===== src/rtl/core_issue_ctrl_pkg.sv =====
// Shared types and constants for the single-issue controller slice:
// opcode and state encodings, instruction field positions, watchdog limit.
// Imported by core_issue_ctrl and core_regfile.
package core_issue_ctrl_pkg;

  typedef enum logic [3:0] {
    OP_NOP   = 4'd0,
    OP_ADD   = 4'd1,
    OP_SUB   = 4'd2,
    OP_AND   = 4'd3,
    OP_OR    = 4'd4,
    OP_LOAD  = 4'd5,
    OP_STORE = 4'd6,
    OP_MUL   = 4'd7,
    OP_XOR   = 4'd8
  } opcode_t;

  typedef enum logic [2:0] {
    S_IDLE     = 3'd0,
    S_ISSUE    = 3'd1,
    S_WAIT_ALU = 3'd2,
    S_WAIT_MEM = 3'd3,
    S_WB       = 3'd4
  } issue_state_t;

  // Instruction field positions
  localparam int OPC_MSB  = 31;
  localparam int OPC_LSB  = 28;
  localparam int RD_MSB   = 27;
  localparam int RD_LSB   = 24;
  localparam int RSA_MSB  = 23;
  localparam int RSA_LSB  = 20;
  localparam int RSB_MSB  = 19;
  localparam int RSB_LSB  = 16;
  localparam int ADDR_MSB = 11;
  localparam int ADDR_LSB = 0;

  // Watchdog terminal count for the wait states
  localparam int TIMEOUT_MAX = 255;

  function automatic logic is_mem_op(input opcode_t op);
    return (op == OP_LOAD) || (op == OP_STORE);
  endfunction

endpackage


===== src/rtl/core_regfile.sv =====
// 16 x 8-bit register file: two combinational read ports, one synchronous
// write port, synchronous active-high reset clearing every entry.
// Ports: clk, rst, rd_a_addr/rd_a_data, rd_b_addr/rd_b_data, wr_en/wr_addr/wr_data.
module core_regfile
  import core_issue_ctrl_pkg::*;
(
  input  logic       clk,
  input  logic       rst,
  input  logic [3:0] rd_a_addr,
  output logic [7:0] rd_a_data,
  input  logic [3:0] rd_b_addr,
  output logic [7:0] rd_b_data,
  input  logic       wr_en,
  input  logic [3:0] wr_addr,
  input  logic [7:0] wr_data
);

  logic [7:0] regs [16];

  always_ff @(posedge clk) begin
    if (rst) begin
      for (int i = 0; i < 16; i++) regs[i] <= '0;
    end else if (wr_en) begin
      regs[wr_addr] <= wr_data;
    end
  end

  assign rd_a_data = regs[rd_a_addr];
  assign rd_b_data = regs[rd_b_addr];

endmodule


===== src/rtl/core_issue_ctrl.sv =====
// Single-issue controller: accepts one instruction in IDLE, reads operands,
// dispatches to the ALU (level start_alu) or memory (one-cycle start pulses),
// waits for completion and writes the 8-bit truncated result back.
// Ports: instr_valid/instr/instr_ready handshake; alu_* / start_alu / end_alu /
// result_alu to the ALU; start_load/start_store/mem_addr/store_data/end_*/
// result_load to memory; wb_valid/wb_rd/wb_data writeback strobe; busy.
// Optional build macro ISSUE_TIMEOUT_EN adds an 8-bit wait-state watchdog and
// the timeout_err output; without it the FSM waits indefinitely.
module core_issue_ctrl
  import core_issue_ctrl_pkg::*;
(
  input  logic        clk,
  input  logic        rst,
  input  logic        instr_valid,
  input  logic [31:0] instr,
  output logic        instr_ready,
  output opcode_t     alu_op,
  output logic [7:0]  alu_a,
  output logic [7:0]  alu_b,
  output logic        start_alu,
  input  logic        end_alu,
  input  logic [15:0] result_alu,
  output logic        start_load,
  output logic        start_store,
  output logic [11:0] mem_addr,
  output logic [7:0]  store_data,
  input  logic        end_load,
  input  logic        end_store,
  input  logic [15:0] result_load,
  output logic        wb_valid,
  output logic [3:0]  wb_rd,
  output logic [15:0] wb_data,
  output logic        busy
`ifdef ISSUE_TIMEOUT_EN
  ,
  output logic        timeout_err
`endif
);

  issue_state_t state, state_nxt;

  // Captured instruction fields (bits [15:12] are reserved and dropped)
  opcode_t     op_q;
  logic [3:0]  rd_q, rsa_q, rsb_q;
  logic [11:0] addr_q;
  logic [15:0] result_q;

  logic [7:0]  rf_a, rf_b;
  logic        rf_we;
  logic        mem_done;
  logic        timeout_hit;
  logic        unused_rsvd;

  assign unused_rsvd = ^instr[15:12];

  // Only the completion matching the issued memory op counts
  assign mem_done = ((op_q == OP_LOAD)  && end_load) ||
                    ((op_q == OP_STORE) && end_store);

  core_regfile u_regfile (
    .clk       (clk),
    .rst       (rst),
    .rd_a_addr (rsa_q),
    .rd_a_data (rf_a),
    .rd_b_addr (rsb_q),
    .rd_b_data (rf_b),
    .wr_en     (rf_we),
    .wr_addr   (rd_q),
    .wr_data   (result_q[7:0])
  );

`ifdef ISSUE_TIMEOUT_EN
  logic [7:0] wd_cnt;
  logic       waiting;
  logic       done_now;

  assign waiting     = (state == S_WAIT_ALU) || (state == S_WAIT_MEM);
  assign done_now    = ((state == S_WAIT_ALU) && end_alu) ||
                       ((state == S_WAIT_MEM) && mem_done);
  assign timeout_hit = (wd_cnt == 8'(TIMEOUT_MAX));

  // Counter holds the number of cycles already spent in the current wait;
  // a completion in the terminal cycle still wins over the timeout.
  always_ff @(posedge clk) begin
    if (rst) begin
      wd_cnt      <= '0;
      timeout_err <= 1'b0;
    end else begin
      wd_cnt      <= waiting ? wd_cnt + 8'd1 : 8'd0;
      timeout_err <= waiting && timeout_hit && !done_now;
    end
  end
`else
  assign timeout_hit = 1'b0;
`endif

  // State register
  always_ff @(posedge clk) begin
    if (rst) state <= S_IDLE;
    else     state <= state_nxt;
  end

  // Next-state logic
  always_comb begin
    state_nxt = state;
    case (state)
      S_IDLE:     if (instr_valid) state_nxt = S_ISSUE;
      S_ISSUE:    state_nxt = is_mem_op(op_q) ? S_WAIT_MEM : S_WAIT_ALU;
      S_WAIT_ALU: begin
        if (end_alu)          state_nxt = S_WB;
        else if (timeout_hit) state_nxt = S_IDLE;
      end
      S_WAIT_MEM: begin
        if (mem_done)         state_nxt = S_WB;
        else if (timeout_hit) state_nxt = S_IDLE;
      end
      S_WB:       state_nxt = S_IDLE;
      default:    state_nxt = S_IDLE;
    endcase
  end

  // Outputs decoded from state
  always_comb begin
    instr_ready = (state == S_IDLE);
    busy        = (state != S_IDLE);
    start_alu   = (state == S_WAIT_ALU);
    wb_valid    = (state == S_WB);
    wb_rd       = wb_valid ? rd_q : 4'd0;
    wb_data     = (wb_valid && (op_q != OP_STORE)) ? result_q : 16'd0;
    rf_we       = wb_valid && (op_q != OP_STORE);
  end

  // Instruction capture, operand registers, start pulses and result capture.
  // Operands are loaded on the ISSUE edge so they are valid alongside the
  // start request and remain stable through WB.
  always_ff @(posedge clk) begin
    if (rst) begin
      op_q        <= OP_NOP;
      rd_q        <= '0;
      rsa_q       <= '0;
      rsb_q       <= '0;
      addr_q      <= '0;
      alu_op      <= OP_NOP;
      alu_a       <= '0;
      alu_b       <= '0;
      mem_addr    <= '0;
      store_data  <= '0;
      start_load  <= 1'b0;
      start_store <= 1'b0;
      result_q    <= '0;
    end else begin
      start_load  <= 1'b0;
      start_store <= 1'b0;
      if ((state == S_IDLE) && instr_valid) begin
        op_q   <= opcode_t'(instr[OPC_MSB:OPC_LSB]);
        rd_q   <= instr[RD_MSB:RD_LSB];
        rsa_q  <= instr[RSA_MSB:RSA_LSB];
        rsb_q  <= instr[RSB_MSB:RSB_LSB];
        addr_q <= instr[ADDR_MSB:ADDR_LSB];
      end
      if (state == S_ISSUE) begin
        alu_op      <= op_q;
        alu_a       <= rf_a;
        alu_b       <= rf_b;
        mem_addr    <= addr_q;
        store_data  <= rf_b;
        start_load  <= (op_q == OP_LOAD);
        start_store <= (op_q == OP_STORE);
        result_q    <= '0;  // STORE writes back zero
      end
      if ((state == S_WAIT_ALU) && end_alu)
        result_q <= result_alu;
      if ((state == S_WAIT_MEM) && (op_q == OP_LOAD) && end_load)
        result_q <= result_load;
    end
  end

endmodule

===== config.mk =====
export PLATFORM = sky130hd
export DESIGN_NAME = core_issue_ctrl
export DESIGN_NICKNAME = d
export VERILOG_FILES = /design/src/rtl/core_issue_ctrl_pkg.sv /design/src/rtl/core_regfile.sv /design/src/rtl/core_issue_ctrl.sv
export SDC_FILE = /design/constraint.sdc
export NUM_CORES = 1
export LEC_CHECK = 0
export BUFFER_PORTS_ARGS = -buffer_cell sky130_fd_sc_hd__buf_4
export CAP_MARGIN = 20
export CORE_MARGIN = 4
export CORE_UTILIZATION = 55
export DETAILED_ROUTE_END_ITERATION = 10
export HOLD_SLACK_MARGIN = 0.02
export PLACE_DENSITY = 0.77
export SYNTH_ARGS = -nofsm -noshare
export SYNTH_HDL_FRONTEND = slang
export SYNTH_SLANG_ARGS = --single-unit

===== constraint.sdc =====
create_clock -name clk -period 3.6 [get_ports clk]
set_input_delay 0.72 -clock clk [delete_from_list [all_inputs] [get_ports clk]]
set_output_delay 0.72 -clock clk [all_outputs]
set_load 0.05 [all_outputs]

==> impl_metrics.toml, run 1 <==
[run_status]
run_status = "completed"

[timing]
fin_hold_ws_ns = 0.451
finalHoldViolCount = 0
final.min_clock_period_ns = 3.13
max_slew.worst_pin.slew_ns = 1.20
setup_viol = 0
finalSetupTns_ns = 0
achievable-frequency_ghz = 0.319
clock-skew-final_ns = 0.00779
grt_setup_unrepaired = "false"
timing.max_slew.rel_slack = 0.200
timing.final.max_slew_violations = 0
min_period_over_period = 0.870

[layout]
finish.net_count = 1000
num_antenna_cells = 0
final-instance-count-excl-fill = 1171
final_util = 0.675
layout-drive-gt1-share = 0.311
area_growth_pct = 18.9

[power]
p_sw_mw = 3.07
power.density_cell_area_nw_per_um2 = 693
pwr-share-seq = 0.377
vdd_ir_drop_max_uv = 483
p_int_mw = 5.13
clkPwrFrac = 0.279
switching_share = 0.374
power.share.combinational = 0.344
totalPowerFinal_mw = 8.20
leakage_nw = 4.07

[clock_tree]
post_cts_resize_count = 0
postCtsSetupBuffers = 0
clock_insertion_delay_worst_skew_ns = 0.50
tritoncts = "built"
postCtsHoldBufs = 0
clock_tree.root_cell = "clkbuf_16"
htree_depth = 1
tritoncts_num_sinks = 209
number_of_clock_buffers_inserted_by_tritoncts = 22
cts-root-to-sink-buffers = 3
clk_pin_slew_ns = 0.06

[placed_design]
port-buffer-count = 131
gpl.final_weighted_congestion = 0.806
dp.final_hpwl_um = 17900
post-place-cells = 1128

[floorplanning]
core_region_area_um2 = 17500
floorplan.io_pins = 136
floorplan.die.width_um = 143
site_row_count = 48
start_util = 0.568
floorplan.die_area_um2 = 20300
die_height_um = 143

[worst_setup_path]
critPathKind = "flip-flop to primary output"
end_kind = "primary output"
critPathMaxFanout = 17
critical_path_arrival_ns = 2.41
worstSetupStartpointType = "flip-flop"
cp.required_ns = 2.88

[synth]
synth_seq_cells = 209
synthCells = 828
postSynthNetCount = 898
synth-main-ff-cell = "edfxtp_1"
synth.yosys.warnings = 0
synthMostInstantiatedCell = "nor3_1"
syn-cell-area_um2 = 9960
async_flop_share = 0
syn-mean-instance-area_um2 = 12.0
synth_top_cell_area_share = 0.386
ys_seq_area_frac = 0.549
synth.lib_cells_used.distinct = 41
yosys.area.top_type = "edfxtp_1"
synth_enable_flop_cells = 128
synth_area_leaders = "edfxtp_1, dfxtp_1, mux4_2, nor3_1, nand2_1"
netlist_top_cells_count = "nor3_1, edfxtp_1, nand2_1"

[global_route]
grt_start_max_net_pins = 67
global_route.usage.total = 0.263
grt_antenna_before_repair = 0
overflow = 0
first_pass_grt_wire_length_um = 41300
vias_in_the_first_global_route = 7273

[routing]
drt_first_pass_iters = 6
routed_wire_length_um = 27100
antenna_violating_nets_post_route = 0
route.detailed.vias_per_inst = 6.45
wire_per_inst_um = 23.2
via_count = 7550
initial_drt_markers = 876
drc_errors = 0

[run]
cap_violations = 0

[min_path]
path_type_of_the_worst_min_delay_path = "flip-flop to flip-flop"
==> power groups by stage <==
stage               combinational [mW]  clock, mW  sequential [mW]
floorplan                         1.89          0             3.17
global placement                  2.76          0             3.11
detailed placement                2.78          0             3.13
CTS                               2.80       2.30             3.09
global route                      3.00       2.42             3.12
finish                            2.83       2.28             3.09
==> per-layer routing <==
metal  routed length [µm]  global-route usage  share of wire  vias to the layer above
met5                    0                   0              0                        -
li1                     -                   -              -                     3372
met2                12800               0.414           0.47                      455
met4                  617              0.0735          0.023                        0
met1                10400               0.367           0.38                     3668
met3                 3340              0.0682           0.12                       55
==> path summary, 6_finish.rpt <==
path                   from                    end  slack, ns  cells past startpoint
hold reg to reg   addr_q[1]            mem_addr[1]       0.45                      2
setup / recovery   state[0]             wb_data[2]       0.47                      4
setup reg to reg   state[0]  u_regfile.regs[11][3]       0.80                      4
hold / removal    addr_q[1]            mem_addr[1]       0.45                      2
==> state kept, by name, summed over array words and instances, names as in the netlist <==
signal          count
alu_op              4
start_store         1
rsb_q               4
addr_q             12
mem_addr           12
state               3
result_q           16
alu_a               8
u_regfile.regs    128
op_q                4
store_data          8
rd_q                4
rsa_q               4
start_load          1
==> critical path: stages, from the launching register on <==
cell,delay (ns)
dfxtp_1,0.45
nor2_2,0.30
nand2_1,0.43
nor3_1,0.46
buf_4,0.27
==> cells in the final DEF, fill, tap and decap left out, types with 2 or more instances in the layout <==
| master | instances |
|---|---|
| a211oi_1 | 8 |
| a211oi_2 | 10 |
| a21oi_1 | 46 |
| and2_1 | 3 |
| and3_1 | 4 |
| and4bb_1 | 2 |
| buf_2 | 3 |
| buf_4 | 168 |
| bufinv_16 | 2 |
| clkbuf_1 | 3 |
| clkbuf_16 | 23 |
| clkbuf_8 | 3 |
| clkinv_1 | 8 |
| clkinv_2 | 6 |
| dfxtp_1 | 79 |
| dfxtp_2 | 2 |
| edfxtp_1 | 128 |
| inv_1 | 11 |
| mux2i_1 | 32 |
| mux4_2 | 64 |
| nand2_1 | 94 |
| nand2_2 | 2 |
| nand2b_1 | 2 |
| nand3_1 | 22 |
| nand4_1 | 2 |
| nor2_1 | 3 |
| nor3_1 | 147 |
| o21ai_0 | 17 |
| o221ai_1 | 32 |
| or3_1 | 2 |
==> area by class of cell <==
type,instances,area [µm²]
multi-input cells,505,3990
fillers,1258,5700
repair buffers,172,1280
inverters,20,75.1
clock inverters,11,109
flip-flops and latches,209,5470
clock buffers,29,628
well taps,225,282
==> stage by stage <==
| stage | setup WS (ns) | area (µm²) |
|---|---|---|
| after floorplan | 0.718 | 9960 |
| after global placement | 0.854 | 11100 |
| after detailed placement | 0.819 | 11100 |
| after CTS | 0.531 | 11800 |
| after global routing | 0.390 | 11800 |
| final | 0.469 | 11800 |
==> logic make-up after synthesis <==
| family | Yosys count | share of synthesized area |
|---|---|---|
| AND/OR/NAND/NOR | 292 | 0.141 |
| flip-flops | 209 | 0.549 |
| AO/OA/AOI/OAI | 116 | 0.0821 |
| buffers and inverters | 114 | 0.0504 |
| multiplexers | 96 | 0.177 |
| XOR/XNOR | 1 | 0.000880 |
No activity file was read; power rests on OpenSTA's default activity.
==> run 2: changes to the inputs <==
- BUFFER_PORTS_ARGS: -buffer_cell sky130_fd_sc_hd__buf_4 -> default
- DONT_BUFFER_PORTS: default -> 1
- PLACE_DENSITY: 0.77 -> default
- PLACE_DENSITY_LB_ADDON: default -> 0.15
- TNS_END_PERCENT: default -> 20
==> impl_metrics.toml, run 2 (same netlist as run 1, synthesis figures left out) <==
[floorplanning]
floorplan.die.width_um = 143
site_row_count = 48
die_height_um = 143
floorplan.io_pins = 136
floorplan.die_area_um2 = 20300
start_util = 0.568
core_region_area_um2 = 17500

[placed_design]
dp.final_hpwl_um = 17200
dp_worst_setup_slack_ns = 1.11
post-place-cells = 1015
gpl.final_weighted_congestion = 0.862
port-buffer-count = 0

[layout]
largest_register_ff_count = 128
layout-drive-gt1-share = 0.218
reg_top3 = "u_regfile.regs: 128 flops, result_q: 16 flops"
area_growth_pct = 10.6
final-instance-count-excl-fill = 1058
registers.top_by_ff_count = "u_regfile.regs"
num_antenna_cells = 0
fillerInstances = 1385
finish.net_count = 887
layout_commonest_cell = "nor3_1"
final_cell_mix = "nor3_1, edfxtp_1, nand2_1, dfxtp_1, mux4_2"

[timing]
fin_ws_ns = 0.629
achievable-frequency_ghz = 0.337
final.min_clock_period_ns = 2.97
timing.max_slew.rel_slack = 0.305
finalSetupTns_ns = 0
timing.final.max_slew_violations = 0
max_slew.worst_pin.slew_ns = 1.04
clock-skew-final_ns = 0.0114
min_period_over_period = 0.825
finalHoldViolCount = 0
setup_viol = 0
grt_setup_unrepaired = "false"

[worst_setup_path]
critPathMaxFanout = 17
cp_num_buf_inv = 1
cp_slowest_cell = "dfxtp_1"
critPathLaunch = "state[0]"
end_kind = "primary output"
critical_path_arrival_ns = 2.25
timing.rr.start = "state[2]"
critPathKind = "flip-flop to primary output"
critPathMaxStageDelay_ns = 0.44
cp.required_ns = 2.88
crit_path_cell_trace = "nor2_2 -> nand2_1 -> nor3_1 -> buf_4"
critical-path-top-delay-family = "simple AND/OR/NAND/NOR gates"
worstSetupStartpointType = "flip-flop"

[global_route]
first_pass_grt_wire_length_um = 40200
grt_antenna_before_repair = 0
global_route.usage.total = 0.255
overflow = 0
grt_start_max_net_pins = 69
vias_in_the_first_global_route = 7170

[clock_tree]
number_of_clock_buffers_inserted_by_tritoncts = 23
tritoncts = "built"
clock_tree.root_cell = "clkbuf_16"
post_cts_resize_count = 0
clock_insertion_delay_worst_skew_ns = 0.51
postCtsHoldBufs = 0
clk_pin_slew_ns = 0.06
cts-root-to-sink-buffers = 3
postCtsSetupBuffers = 0
htree_depth = 1
tritoncts_num_sinks = 209

[routing]
via_count = 6954
drt_first_pass_iters = 5
route.detailed.vias_per_inst = 6.57
wire_per_inst_um = 24.3
drc_errors = 0
initial_drt_markers = 620
antenna_violating_nets_post_route = 0
routed_wire_length_um = 25700

[power]
power.density_cell_area_nw_per_um2 = 707
leakage_nw = 3.49
vdd_ir_drop_max_uv = 647

[run]
cap_violations = 0

[run_status]
run_status = "completed"

[min_path]
path_type_of_the_worst_min_delay_path = "input pin to flip-flop"
worst_hold_startpoint = "rst"
## run 2: cell types whose count changed in the layout (fill, tap and decap cells not counted), sizes merged
cell	before	now
clkinvlp	2	3
clkinv	14	13
clkbuf	30	33
bufinv	2	0
inv	13	12
buf	171	58
## run 2: power breakdown
part / switching, mW / internal (mW) / total (mW)
combinational: 1.52 / 0.757 / 2.27
clock: 0.913 / 1.24 / 2.16
sequential: 0.530 / 2.82 / 3.35
## run 2: per-layer routing
| layer | part of all wire | GRT usage | vias to the layer above | routed length, µm |
|---|---|---|---|---|
| met5 | 0 | 0 | - | 0 |
| met4 | 0.027 | 0.0840 | 0 | 692 |
| met3 | 0.095 | 0.0672 | 45 | 2440 |
| met2 | 0.47 | 0.410 | 329 | 12100 |
| met1 | 0.41 | 0.341 | 3438 | 10400 |
| li1 | - | - | 3142 | - |
## run 2: through the flow
| step | instance area [µm²] | hold WS [ns] | total power, mW | util |
|---|---|---|---|---|
| floorplan | 9960 | 0.432 | 5.06 | - |
| global placement | 10300 | 0.433 | 5.57 | 0.586 |
| detailed placement | 10300 | 0.441 | 5.65 | 0.586 |
| CTS | 11000 | 0.263 | 7.79 | 0.625 |
| global route | 11000 | 0.263 | 8.14 | 0.628 |
| finish | 11000 | 0.275 | 7.78 | 0.628 |
## run 2: path summary, 6_finish.rpt
| kind | end | slack [ns] | cells after the start |
|---|---|---|---|
| setup / recovery | wb_data[10] | 0.63 | 4 |
| hold / removal | addr_q[0] | 0.28 | 1 |
| setup reg to reg | u_regfile.regs[1][6] | 1.19 | 5 |
| hold reg to reg | addr_q[11] | 0.45 | 2 |
## run 2: final cells by class
class                   count  area (µm²)  area share
flip-flops and latches    209        5470       0.497
multi-input cells         505        4020       0.365
clock buffers              33         646      0.0586
repair buffers             58         475      0.0432
well taps                 225         282      0.0256
inverters                  20        75.1     0.00682
clock inverters             8        45.0     0.00409
==> run 3: changes to the inputs <==
- clock period: 3.6 -> 2.43 ns (I/O delays scaled with it)
==> impl_metrics.toml, run 3 (same netlist as run 1, synthesis figures left out) <==
[layout]
registers.top_by_ff_count = "u_regfile.regs"
finish.net_count = 913
final_cell_mix = "nor3_1, edfxtp_1, nand2_1, buf_4, dfxtp_1"
num_antenna_cells = 0
largest_register_ff_count = 128
area_growth_pct = 13.3
final-instance-count-excl-fill = 1084
reg_top3 = "u_regfile.regs: 128 flops, result_q: 16 flops"
layout_commonest_cell = "nor3_1"
layout-drive-gt1-share = 0.248

[global_route]
overflow = 0
global_route.usage.total = 0.252
first_pass_grt_wire_length_um = 39800
grt_antenna_before_repair = 0
grt_start_max_net_pins = 69
vias_in_the_first_global_route = 7171

[floorplanning]
site_row_count = 48
die_height_um = 143
floorplan.die_area_um2 = 20300
start_util = 0.568
floorplan.die.width_um = 143
floorplan.io_pins = 136
core_region_area_um2 = 17500

[timing]
fin_hold_ws_ns = 0.0496
timing.final.max_slew_violations = 0
finalHoldViolCount = 0
grt_setup_unrepaired = "false"
achievable-frequency_ghz = 0.431
final.min_clock_period_ns = 2.32
setup_viol = 0
max_slew.worst_pin.slew_ns = 0.563
timing.max_slew.rel_slack = 0.624
min_period_over_period = 0.954
finalSetupTns_ns = 0
clock-skew-final_ns = 0.0209

[worst_setup_path]
worstSetupStartpointType = "flip-flop"
cp_num_buf_inv = 3
critPathLaunch = "op_q[0]"
critPathKind = "flip-flop to primary output"
crit_path_cell_trace = "buf_4 -> and4bb_1 -> buf_4 -> nor3_1 -> buf_4"
cpMostUsedCell = "buf_4"
timing.rr.start = "op_q[3]"
critPathMaxFanout = 17
r2r_slack_ns = 0.30
critical_path_arrival_ns = 1.83
cp_slowest_cell = "dfxtp_1"
cp_num_cells = 5
critical-path-top-delay-family = "buffers and inverters"
timing.rr.end = "u_regfile.regs[3][6]"
reg2reg_depth = 5
critPathMaxStageDelay_ns = 0.32
end_kind = "primary output"
cp.required_ns = 1.94

[placed_design]
gpl.final_weighted_congestion = 0.850
dp.final_hpwl_um = 17000
port-buffer-count = 0
post-place-cells = 1040

[routing]
drc_errors = 0
routed_wire_length_um = 25300
initial_drt_markers = 648
route.detailed.vias_per_inst = 6.52
antenna_violating_nets_post_route = 0
via_count = 7065
wire_per_inst_um = 23.4
drt_first_pass_iters = 5

[min_path]
min_delay_path_depth = 1
min_delay_worst_endpoint = "mem_addr[0]"
path_type_of_the_worst_min_delay_path = "input pin to flip-flop"
worst_hold_startpoint = "rst"

[power]
leakage_nw = 3.65
power.density_cell_area_nw_per_um2 = 1080
vdd_ir_drop_max_uv = 1070
totalPowerFinal_mw = 12.2

[clock_tree]
clock_tree.root_cell = "clkbuf_16"
cts-root-to-sink-buffers = 3
htree_depth = 1
postCtsHoldBufs = 0
number_of_clock_buffers_inserted_by_tritoncts = 23
tritoncts_num_sinks = 209
clock_insertion_delay_worst_skew_ns = 0.52
tritoncts = "built"
clk_pin_slew_ns = 0.06

[run_status]
run_status = "completed"

[run]
cap_violations = 0
==> run 3: cell count changes in the layout (fill, tap and decap cells not counted), moves of 2 or more <==
cell and change:
dfxtp_1 -3, clkinvlp_4 -2, nor3_2 +2, nor3_1 -2
clkbuf_1 -2, bufinv_16 +3, clkinv_1 +2, o21ai_1 +2
dfxtp_2 +3, buf_4 +27, clkbuf_8 -2, o21ai_0 -2
==> run 3: stage by stage <==
stage	instance area (µm²)	setup WS (ns)	util
after CTS	11300	0.0218	0.642
after detailed placement	10500	0.149	0.598
after global routing	11300	0.00665	0.644
final	11300	0.111	0.644
after floorplan	9960	-0.205	-
after global placement	10500	0.316	0.598
==> run 3: layout make-up <==
class	instances	area [µm²]
clock inverter	11	131
multi-input combinational	505	4030
tap	225	282
inverter	20	75.1
timing repair buffer	84	656
sequential	209	5470
clock buffer	30	638
fill	1390	6250
==> run 3: layer usage <==
layer | track usage | vias to the layer above | part of all wire
li1 | - | 3198 | -
met1 | 0.357 | 3441 | 0.41
met2 | 0.395 | 386 | 0.46
met3 | 0.0625 | 40 | 0.11
met4 | 0.0630 | 0 | 0.020
met5 | 0 | - | 0
==> run 3: how the worst max path moves through the flow <==
stage	to	slack, ns
floorplan	wb_data[10]	-0.20
global placement	u_regfile.regs[15][6]	0.32
detailed placement	u_regfile.regs[15][7]	0.15
CTS	wb_data[8]	0.02
global route	wb_data[7]	0.007
finish	wb_data[5]	0.11
==> run 3: where the power goes <==
| group | internal (mW) | switching, mW |
|---|---|---|
| Clock | 2.16 | 1.37 |
| Sequential | 4.18 | 0.484 |
| Combinational | 1.36 | 2.61 |
==> run 3: timing repair <==
| item | CTS | global route |
|---|---|---|
| buffers inserted | 0 | 3 |
| pin swaps | 0 | 1 |
| endpoints found under the setup margin | 16 | 26 |
| gates resized for setup | 2 | 4 |
